[src/rtl/lane_serializer_pkg.sv]
// Shared types and defaults for the lane serializer.
// Holds the FSM state encoding, the default lane index type and the default geometry.
// Imported by the interface, the lane selector and the top.
package lane_ser_pkg;

  localparam int LANES_DEF = 8;
  localparam int WIDTH_DEF = 32;

  typedef enum logic {
    IDLE = 1'b0,
    SEND = 1'b1
  } state_t;

  typedef logic [$clog2(LANES_DEF)-1:0] idx_t;

endpackage

[src/rtl/lane_serializer_if.sv]
// Bundles both streams of the lane serializer: the wide vector input and the narrow beat output.
// slave modport = the serializer (consumes in_*, produces out_*); master modport = its environment.
// Ports: in_valid/in_ready/in_data/in_mask, out_valid/out_ready/out_data/out_index/out_last.
interface lane_serializer_if #(
  parameter int LANES = 8,
  parameter int WIDTH = 32
);
  localparam int IW = $clog2(LANES);

  logic                   in_valid;
  logic                   in_ready;
  logic [LANES*WIDTH-1:0] in_data;
  logic [LANES-1:0]       in_mask;

  logic                   out_valid;
  logic                   out_ready;
  logic [WIDTH-1:0]       out_data;
  logic [IW-1:0]          out_index;
  logic                   out_last;

  modport slave (
    input  in_valid, in_data, in_mask, out_ready,
    output in_ready, out_valid, out_data, out_index, out_last
  );

  modport master (
    output in_valid, in_data, in_mask, out_ready,
    input  in_ready, out_valid, out_data, out_index, out_last
  );

endinterface

[src/rtl/lane_serializer_next_sel.sv]
// Combinational lane picker: lowest enabled lane of a mask, optionally after clearing the current lane.
// Zero latency. No backpressure of its own.
// Ports: mask/curIdx/clrCur in; remMask (mask after clear), lowIdx, anySet, isLast out.
module lane_next_sel #(
  parameter int LANES = 8,
  localparam int IW = $clog2(LANES)
) (
  input  logic [LANES-1:0] mask,
  input  logic [IW-1:0]    curIdx,
  input  logic             clrCur,
  output logic [LANES-1:0] remMask,
  output logic [IW-1:0]    lowIdx,
  output logic             anySet,
  output logic             isLast
);

  always_comb begin
    remMask = mask;
    if (clrCur) begin
      remMask[curIdx] = 1'b0;
    end
    lowIdx = '0;
    anySet = 1'b0;
    // Scan downwards so the last hit wins, leaving the lowest set lane.
    for (int i = LANES - 1; i >= 0; i--) begin
      if (remMask[i]) begin
        lowIdx = IW'(i);
        anySet = 1'b1;
      end
    end
    // At most one bit left means the lowest lane is also the highest: last beat.
    isLast = ((remMask & (remMask - LANES'(1))) == '0);
  end

endmodule

[src/rtl/lane_serializer.sv]
// Serializes a LANES-wide vector into one word per beat, skipping masked-off lanes with no bubbles.
// Latency: first beat 1 cycle after accept; back-to-back vectors sustain 1 beat/cycle.
// Backpressure: outputs hold while out_ready=0; in_ready only in IDLE or on the accepted last beat.
// Ports: clk, rst (async, active-high), bus (slave modport), drop_count (saturating all-zero-mask count).
module lane_serializer
  import lane_ser_pkg::*;
#(
  parameter int LANES = LANES_DEF,
  parameter int WIDTH = WIDTH_DEF,
  parameter int CNT_W = 16
) (
  input  logic              clk,
  input  logic              rst,
  lane_serializer_if.slave  bus,
  output logic [CNT_W-1:0]  drop_count
);

  localparam int IW = $clog2(LANES);

  state_t                 state, stateNext;
  logic [LANES*WIDTH-1:0] dataQ;
  logic [LANES-1:0]       maskQ;
  logic [WIDTH-1:0]       outData;
  logic [IW-1:0]          outIndex;
  logic                   outLast;
  logic                   outValid;

  logic                   sendBeat, advance, sendLast, inReady, accept;
  logic                   loadVec, dropInc;
  logic [LANES-1:0]       selMask, remMask;
  logic [IW-1:0]          lowIdx;
  logic                   anySet, isLast;

  assign outValid = (state == SEND);
  assign sendBeat = outValid && bus.out_ready;
  assign advance  = sendBeat && !outLast;
  assign sendLast = sendBeat && outLast;
  // Combinational from out_ready so a new vector can load on the last beat.
  assign inReady  = (state == IDLE) || sendLast;
  assign accept   = bus.in_valid && inReady;

  // One selector serves both jobs: advancing inside the held vector, or
  // picking the first lane of the incoming one. advance and accept never overlap.
  assign selMask = advance ? maskQ : bus.in_mask;

  lane_next_sel #(.LANES(LANES)) nextSel (
    .mask   (selMask),
    .curIdx (outIndex),
    .clrCur (advance),
    .remMask(remMask),
    .lowIdx (lowIdx),
    .anySet (anySet),
    .isLast (isLast)
  );

  always_ff @(posedge clk or posedge rst) begin
    if (rst) begin
      state <= IDLE;
    end else begin
      state <= stateNext;
    end
  end

  always_comb begin
    stateNext = state;
    loadVec   = 1'b0;
    dropInc   = 1'b0;
    case (state)
      IDLE: begin
        if (accept) begin
          if (anySet) begin
            loadVec   = 1'b1;
            stateNext = SEND;
          end else begin
            dropInc = 1'b1;
          end
        end
      end
      SEND: begin
        if (sendLast) begin
          if (accept && anySet) begin
            loadVec = 1'b1;
          end else begin
            stateNext = IDLE;
            dropInc   = accept;
          end
        end
      end
      default: stateNext = IDLE;
    endcase
  end

  always_ff @(posedge clk or posedge rst) begin
    if (rst) begin
      dataQ      <= '0;
      maskQ      <= '0;
      outData    <= '0;
      outIndex   <= '0;
      outLast    <= 1'b0;
      drop_count <= '0;
    end else begin
      if (accept) begin
        dataQ <= bus.in_data;
        maskQ <= bus.in_mask;
      end
      if (loadVec) begin
        outIndex <= lowIdx;
        outData  <= bus.in_data[int'(lowIdx) * WIDTH +: WIDTH];
        outLast  <= isLast;
      end else if (advance) begin
        maskQ    <= remMask;
        outIndex <= lowIdx;
        outData  <= dataQ[int'(lowIdx) * WIDTH +: WIDTH];
        outLast  <= isLast;
      end
      if (dropInc && (drop_count != '1)) begin
        drop_count <= drop_count + CNT_W'(1);
      end
    end
  end

  assign bus.in_ready  = inReady;
  assign bus.out_valid = outValid;
  assign bus.out_data  = outData;
  assign bus.out_index = outIndex;
  assign bus.out_last  = outLast;

  stallHold: assert property (@(posedge clk) disable iff (rst)
    (outValid && !bus.out_ready) |=>
      (outValid && $stable(outData) && $stable(outIndex) && $stable(outLast)));

  laneEnabled: assert property (@(posedge clk) disable iff (rst)
    outValid |-> maskQ[outIndex]);

endmodule
[src/flat_wrapper.sv]
// flat-port wrapper written by rule: the top's interface ports become plain ports
module lane_serializer_flat import lane_ser_pkg::*;
#(
  parameter int LANES = LANES_DEF,
  parameter int WIDTH = WIDTH_DEF,
  parameter int CNT_W = 16
)
  (clk, rst, drop_count, bus_in_valid, bus_in_data, bus_in_mask, bus_out_ready, bus_in_ready, bus_out_valid, bus_out_data, bus_out_index, bus_out_last);
  lane_serializer_if #(.LANES(LANES), .WIDTH(WIDTH)) bus_i ();
  input  logic clk;
  input  logic rst;
  output logic [CNT_W-1:0] drop_count;
  input wire logic [$bits(bus_i.in_valid)-1:0] bus_in_valid;
  input wire logic [$bits(bus_i.in_data)-1:0] bus_in_data;
  input wire logic [$bits(bus_i.in_mask)-1:0] bus_in_mask;
  input wire logic [$bits(bus_i.out_ready)-1:0] bus_out_ready;
  output wire logic [$bits(bus_i.in_ready)-1:0] bus_in_ready;
  output wire logic [$bits(bus_i.out_valid)-1:0] bus_out_valid;
  output wire logic [$bits(bus_i.out_data)-1:0] bus_out_data;
  output wire logic [$bits(bus_i.out_index)-1:0] bus_out_index;
  output wire logic [$bits(bus_i.out_last)-1:0] bus_out_last;
  assign bus_i.in_valid = bus_in_valid;
  assign bus_i.in_data = bus_in_data;
  assign bus_i.in_mask = bus_in_mask;
  assign bus_i.out_ready = bus_out_ready;
  assign bus_in_ready = bus_i.in_ready;
  assign bus_out_valid = bus_i.out_valid;
  assign bus_out_data = bus_i.out_data;
  assign bus_out_index = bus_i.out_index;
  assign bus_out_last = bus_i.out_last;
  lane_serializer #(.LANES(LANES), .WIDTH(WIDTH), .CNT_W(CNT_W)) u_core (.clk(clk), .rst(rst), .bus(bus_i), .drop_count(drop_count));
endmodule
[config.mk]
export PLATFORM = sky130hd
export DESIGN_NAME = lane_serializer_flat
export DESIGN_NICKNAME = d
export VERILOG_FILES = /design/src/rtl/lane_serializer_pkg.sv /design/src/rtl/lane_serializer_if.sv /design/src/rtl/lane_serializer_next_sel.sv /design/src/rtl/lane_serializer.sv /design/src/flat_wrapper.sv
export SDC_FILE = /design/constraint.sdc
export NUM_CORES = 1
export LEC_CHECK = 0
export CAP_MARGIN = 10
export CORE_ASPECT_RATIO = 0.7
export CORE_MARGIN = 5
export CORE_UTILIZATION = 35
export CTS_BUF_LIST = sky130_fd_sc_hd__clkbuf_2 sky130_fd_sc_hd__clkbuf_4 sky130_fd_sc_hd__clkbuf_8
export DETAILED_ROUTE_END_ITERATION = 8
export GPL_TIMING_DRIVEN = 0
export RECOVER_POWER = 50
export SLEW_MARGIN = 25
export SYNTH_ARGS = -nofsm -noshare
export SYNTH_HDL_FRONTEND = slang
export SYNTH_HIERARCHICAL = 1
export SYNTH_SLANG_ARGS = --single-unit
export TNS_END_PERCENT = 20
[constraint.sdc]
create_clock -name clk -period 13.3 [get_ports clk]
set_input_delay 2.66 -clock clk [delete_from_list [all_inputs] [get_ports clk]]
set_output_delay 2.66 -clock clk [all_outputs]
set_load 0.02 [all_outputs]
==> results of run 1 <==
-- flip-flops by register name, indices dropped and copies added, names as in the netlist --
name                  cells
u_core/maskQ              8
u_core/drop_count        16
u_core/bus.out_data      32
u_core/dataQ            256
u_core/bus.out_last       1
u_core/bus.out_valid      1
u_core/bus.out_index      3
-- critical path: stages --
cell,delay [ns]
dlygate4sd3_1,0.54
clkinvlp_2,1.18
clkbuf_1,3.75
-- worst max-delay path by stage --
stage | cells past startpoint | slack, ns | endpoint
after floorplan | 1 | 1.87 | u_core/bus.out_data[0]
after global placement | 2 | -2.68 | u_core/dataQ[172]
after detailed placement | 15 | 4.48 | u_core/bus.out_data[6]
after CTS | 15 | 5.12 | u_core/bus.out_data[6]
after global routing | 3 | 3.15 | u_core/dataQ[232]
final | 3 | 4.43 | u_core/dataQ[232]
-- power groups by stage --
stage,sequential (mW),clock (mW),combinational [mW]
4_1_cts,1.67,1.02,1.99
3_3_place_gp,1.66,0,1.94
3_5_place_dp,1.68,0,1.99
6_report,1.68,1.00,2.04
2_1_floorplan,1.67,0,1.15
5_1_grt,1.72,1.07,2.18
-- final cells by class --
cell class	count	area, um^2	area share (%)
Timing Repair Buffer	324	3250	14.5
Buffer	148	682	3.05
Multi-Input combinational cell	1477	8350	37.4
Clock inverter	7	71.3	0.319
Sequential cell	317	7930	35.5
Antenna cell	7	17.5	0.0784
Inverter	14	53.8	0.241
Clock buffer	93	1170	5.23
Tap cell	655	820	3.67
-- cell families (layout without fill, tap and decap cells) --
family          count (synthesis)  in the layout  share of synthesized area [%]
other cells                     0              7                              0
flops                         317            317                           46.8
compound gates                288            288                           12.2
buf+inv                       162            586                           4.33
mux                           103            103                           9.72
simple gates                 1070           1070                           26.2
fa+ha+maj                       1              1                         0.0738
xor+xnor                       15             15                          0.775
-- through the flow --
stage               hold WS [ns]  setup WS (ns)
finish                     0.471           4.43
floorplan                  0.439           1.87
global placement           0.450          -2.68
CTS                        0.471           5.12
detailed placement         0.457           4.48
global route               0.485           3.15
-- routing by layer --
metal  share of wire (%)  vias to the layer above  global-route usage [%]
met3                  13                      118                    11.2
met5               0.037                        -                       0
met4                 2.2                        6                    6.57
met2                  43                      982                    39.6
met1                  42                     8361                    37.8
li1                    -                     7493                       -
-- cell usage in the layout (no fill, tap or decap), types with 8 or more instances in the layout --
| cell type | instances |
|---|---|
| nand2_1 | 825 |
| dfrtp_1 | 317 |
| clkdlybuf4s50_1 | 293 |
| nand3_1 | 96 |
| clkbuf_1 | 95 |
| o21ai_0 | 76 |
| clkbuf_8 | 75 |
| mux4_2 | 47 |
| buf_2 | 38 |
| mux2i_1 | 36 |
| nor2_1 | 35 |
| and3_1 | 29 |
| dlygate4sd3_1 | 28 |
| a31oi_1 | 27 |
| a221oi_1 | 25 |
| a211oi_1 | 24 |
| a21oi_1 | 20 |
| nand2b_1 | 19 |
| o211ai_1 | 19 |
| clkbuf_4 | 18 |
| nor3_1 | 18 |
| mux2_2 | 18 |
| a221o_1 | 18 |
| nand4_1 | 12 |
| xor2_1 | 12 |
| inv_1 | 12 |
| o221ai_1 | 12 |
| o22ai_1 | 10 |
| a22oi_1 | 8 |
==> qor.txt, run 1 <==
Final HPWL DP: 56.9 mm
gr ovfl total: 0
RR Startpoint: u_core/bus.out_valid
Max clock buf depth: 3
Setup Fix Bufs, Post-CTS: 0
top_reg_cell synth: dfrtp_1
area leader, netlist: dfrtp_1
Initial Utilization: 35.4%
via count: 16960
worst vdd ir: 70.4 uV
Placement Cell Area: 21100 um^2
post_cts resized: 0
First DRT Iteration DRCs: 1886
Netlist cell types: 70
worst-skew pair later-pin latency: 0.63 ns
top post-synthesis cells by count: nand2_1 (825), dfrtp_1 (317), nand3_1 (96)
Clock Skew: 0.0236 ns
failing checks: capacitance limit, slew limit
Critical Path Fanout Max: 89
syn nets: 2225
Highest Clock Rate: 113 MHz
CTS tree: yes
Post-synth EDFFs: 0
Clock Power Share: 21.3%
CP startpoint kind: input pin
worst slew pin tran: 5.30 ns
die height: 194 um
Core Region: 47900 um^2
HP Class: reg2reg
IO buf count: 321
Critical Path Start: rst
total power: 4.72 mW
Fin Setup TNS: 0 ns
die width: 273 um
Sw Ratio: 41.1%
max-cap violation count: 3
P_leak: 10.2 nW
Critical Path AT: 8.30 ns
CTS Sinks: 317
FF-to-FF End: u_core/bus.out_data[6]
Finished Cell Area: 22300 um^2
Min-Delay Endpoint: u_core/dataQ[107]
Final Hold Vio Count: 0
Slew Viols, Final: 230
Worst slew margin: -254%
initial antenna violation count: 11
Die ar.: 53000 um^2
Clock transition at path regs: 0.06 ns
critical path class: in2async
first-pass GRT wire length: 108 mm
Power per Cell Area: 211 nW/um^2
Switch Pwr: 1.94 mW
placed insts: 2935
Final nets: 2605
RSZ-0062 raised after global routing: no
Top Ports: 322
mapped cell area: 17000 um^2
register share of total power: 35.6%
top-count cell post-synth: nand2_1
gpl congestion: 0.945
DRT Pass-1 Iters: 5
hold buffers post-CTS: 0
status: complete, but fails checks
routed len/inst: 24.7 um
#FFs+latches synth: 317
total global-route track usage: 27.2%
Avg Vias per Cell: 5.58
leading post-synthesis cells by cell area: dfrtp_1 (47%), nand2_1 (18%), mux4_2 (6.2%), nand3_1 (2.8%), o21ai_0 (2.2%)
root buffer cell: clkbuf_8
synthesized instance count: 1956
Internal: 2.78 mW
Post-Syn Area per Cell: 8.67 um^2
final WL: 75.0 mm
Final Util: 46.7%
R2R depth: 15
Yosys warnings: 6
sequential share of the synthesized area: 46.8%
vias in the first global route: 16508
Finished Layout Cells: 3042
CTS Buf Count: 54
Period minus WS final: 8.87 ns
FP Rows: 67
Synth top area share: 46.8%
# setup viols final: 0
Worst EP required: 12.74 ns
Reg2Reg Setup Slack: 7.09 ns
share of layout cells above drive strength 1: 10.2%
Crit. End Element: async pin
# DRC: 0
largest net degree at the start of global routing: 94
hold wc startpoint: u_core/dataQ[107]
# H-tree levels: 2
async set-reset flop share out of synthesis: 100%
Layout area overhead: 31.7%
fillers: 4615
post-route ant nets: 0
Comb pwr share: 43.2%
hold path depth: 2
Tcrit/Tclk final: 66.7%
No activity file was read; power rests on OpenSTA's default activity.
==> run 2: changes to the inputs <==
==> constraint.sdc (replaced) <==
create_clock -name clk -period 7.11 [get_ports clk]
set_input_delay 1.422 -clock clk [delete_from_list [all_inputs] [get_ports clk]]
set_output_delay 1.422 -clock clk [all_outputs]
set_load 0.02 [all_outputs]
==> run 2 against run 1 <==
The flow still finishes with violations (capacitance limit, slew limit). Count of clock-buffer cells in the layout shrank 2. Register-to-register slack lost 6.1 ns. Utilization is essentially flat. Combinational power grew 87%. Sequential power grew 86%. Die area is the same. Hold slack lost 0.0034 ns. Critical path type is now in2reg. Non-clock buffer count grew 8.
==> qor.txt, run 2 (synthesis results as in run 1) <==
share of layout cells above drive strength 1: 10.0%
via count: 16944
routed len/inst: 24.6 um
Crit. End Element: register
CTS tree: yes
Final nets: 2613
Final Util: 46.7%
hold slack: 0.468 ns
critical path class: in2reg
Largest Register: u_core/dataQ
worst slew pin tran: 1.68 ns
Core Region: 47900 um^2
Critical Path Fanout Max: 10
most frequent cells in the layout: nand2_1 (825), dfrtp_1 (317), clkdlybuf4s50_1 (293)
most common cell after layout, fill and taps aside: nand2_1
FP Rows: 67
Highest Clock Rate: 148 MHz
Tcrit/Tclk final: 95.0%
Die ar.: 53000 um^2
Finished Cell Area: 22400 um^2
total global-route track usage: 27.3%
# setup viols final: 0
Max clock buf depth: 3
Clock Skew: 0.0239 ns
First DRT Iteration DRCs: 1933
failing checks: capacitance limit, slew limit
Final Hold Vio Count: 0
max reg flops: 256
Clock transition at path regs: 0.06 ns
Final HPWL DP: 57.8 mm
Critical Path AT: 7.24 ns
Placement Cell Area: 21200 um^2
Layout area overhead: 31.8%
worst vdd ir: 152 uV
Avg Vias per Cell: 5.55
# DRC: 0
Top Ports: 322
status: complete, but fails checks
die width: 273 um
gr ovfl total: 0
Power per Cell Area: 395 nW/um^2
initial antenna violation count: 17
max-cap violation count: 7
Worst EP required: 7.59 ns
IO buf count: 321
Period minus WS final: 6.75 ns
gpl congestion: 0.937
Initial Utilization: 35.4%
# H-tree levels: 2
post_cts resized: 0
CTS Buf Count: 54
CP max stage delay: 0.93 ns
Most Frequent Cell on Critical Path: clkbuf_1
post-route ant nets: 0
CP startpoint kind: input pin
crit path cell chain: clkdlybuf4s50_1 -> nand2_1 -> clkbuf_1 -> inv_1 -> buf_2 -> and3_1 -> mux2i_1 -> a2bb2oi_1 -> o41ai_2 -> clkbuf_1 -> clkbuf_1 -> clkbuf_1 -> mux4_2 -> o22ai_1 -> nor3_1
P_leak: 10.2 nW
Setup Fix Bufs, Post-CTS: 0
final WL: 75.0 mm
CTS Sinks: 317
Worst slew margin: -11.8%
HP Class: reg2reg
vias in the first global route: 16763
die height: 194 um
largest net degree at the start of global routing: 32
Max stage delay cell, worst path: clkbuf_1
DRT Pass-1 Iters: 8
Crit path max-delay family: buffers and inverters
root buffer cell: clkbuf_8
worst-skew pair later-pin latency: 0.63 ns
hold buffers post-CTS: 0
Buf/Inv on CP: 7
Slew Viols, Final: 181
RSZ-0062 raised after global routing: no
first-pass GRT wire length: 109 mm
run 2: changes by cell type in the layout (fill, tap and decap cells not counted), moves of 2 or more:
cell | previous run | this run
clkbuf_1 | 95 | 103
clkbuf_4 | 18 | 15
clkinvlp_4 | 3 | 1
diode_2 | 7 | 10
run 2: path summary, 6_finish.rpt:
| kind | slack (ns) | depth (start not counted) | start | to |
|---|---|---|---|---|
| worst max register to register | 1.00 | 15 | u_core/bus.out_valid | u_core/bus.out_data[10] |
| worst min-delay path | 0.47 | 2 | u_core/dataQ[105] | u_core/dataQ[105] |
| min in group asynchronous | 1.50 | 2 | rst | u_core/drop_count[1] |
| worst max-delay path | 0.36 | 15 | bus_out_ready | u_core/bus.out_data[10] |
| max in group asynchronous | 1.18 | 5 | rst | u_core/dataQ[2] |
| worst min register to register | 0.47 | 2 | u_core/dataQ[105] | u_core/dataQ[105] |
run 2: routing by layer:
metal | track usage (%) | share of wire (%)
met2 | 39.4 | 42
met1 | 38.1 | 42
met5 | 0 | 0.049
met3 | 10.3 | 12
met4 | 8.35 | 2.9
run 2: area by class of cell:
cell class | count | area, um^2
inverter | 14 | 53.8
clock buffer | 91 | 1160
tap | 655 | 820
multi-input combinational | 1477 | 8340
clock inverter | 7 | 70.1
sequential | 317 | 7930
timing repair buffer | 332 | 3270
fill | 4603 | 25500
antenna | 10 | 25.0
buffer | 148 | 682
run 2: per-stage QoR:
stage | instances | power, mW | setup TNS, ns | setup slack, ns
detailed placement | 2943 | 6.87 | -4.80 | -0.482
finish | 3051 | 8.82 | 0 | 0.358
global placement | 2932 | 6.74 | -332.57 | -1.10
floorplan | 1956 | 5.27 | 0 | 1.46
global route | 3049 | 9.30 | 0 | 0.238
CTS | 3041 | 8.76 | 0 | 0.160
run 2: power by group:
| group | switching, mW | internal [mW] | leakage (nW) |
|---|---|---|---|
| Clock | 0.809 | 1.06 | 0.651 |
| Combinational | 2.34 | 1.48 | 5.72 |
| Sequential | 0.482 | 2.65 | 3.84 |
| Total | 3.63 | 5.19 | 10.2 |
run 2: worst reg2reg max path, delay by kind of cell (launching register included):
family	cells	cell delay (ns)
buf+inv	6	2.78
compound gates	3	1.13
simple gates	4	0.92
mux	2	0.66
flops	1	0.50
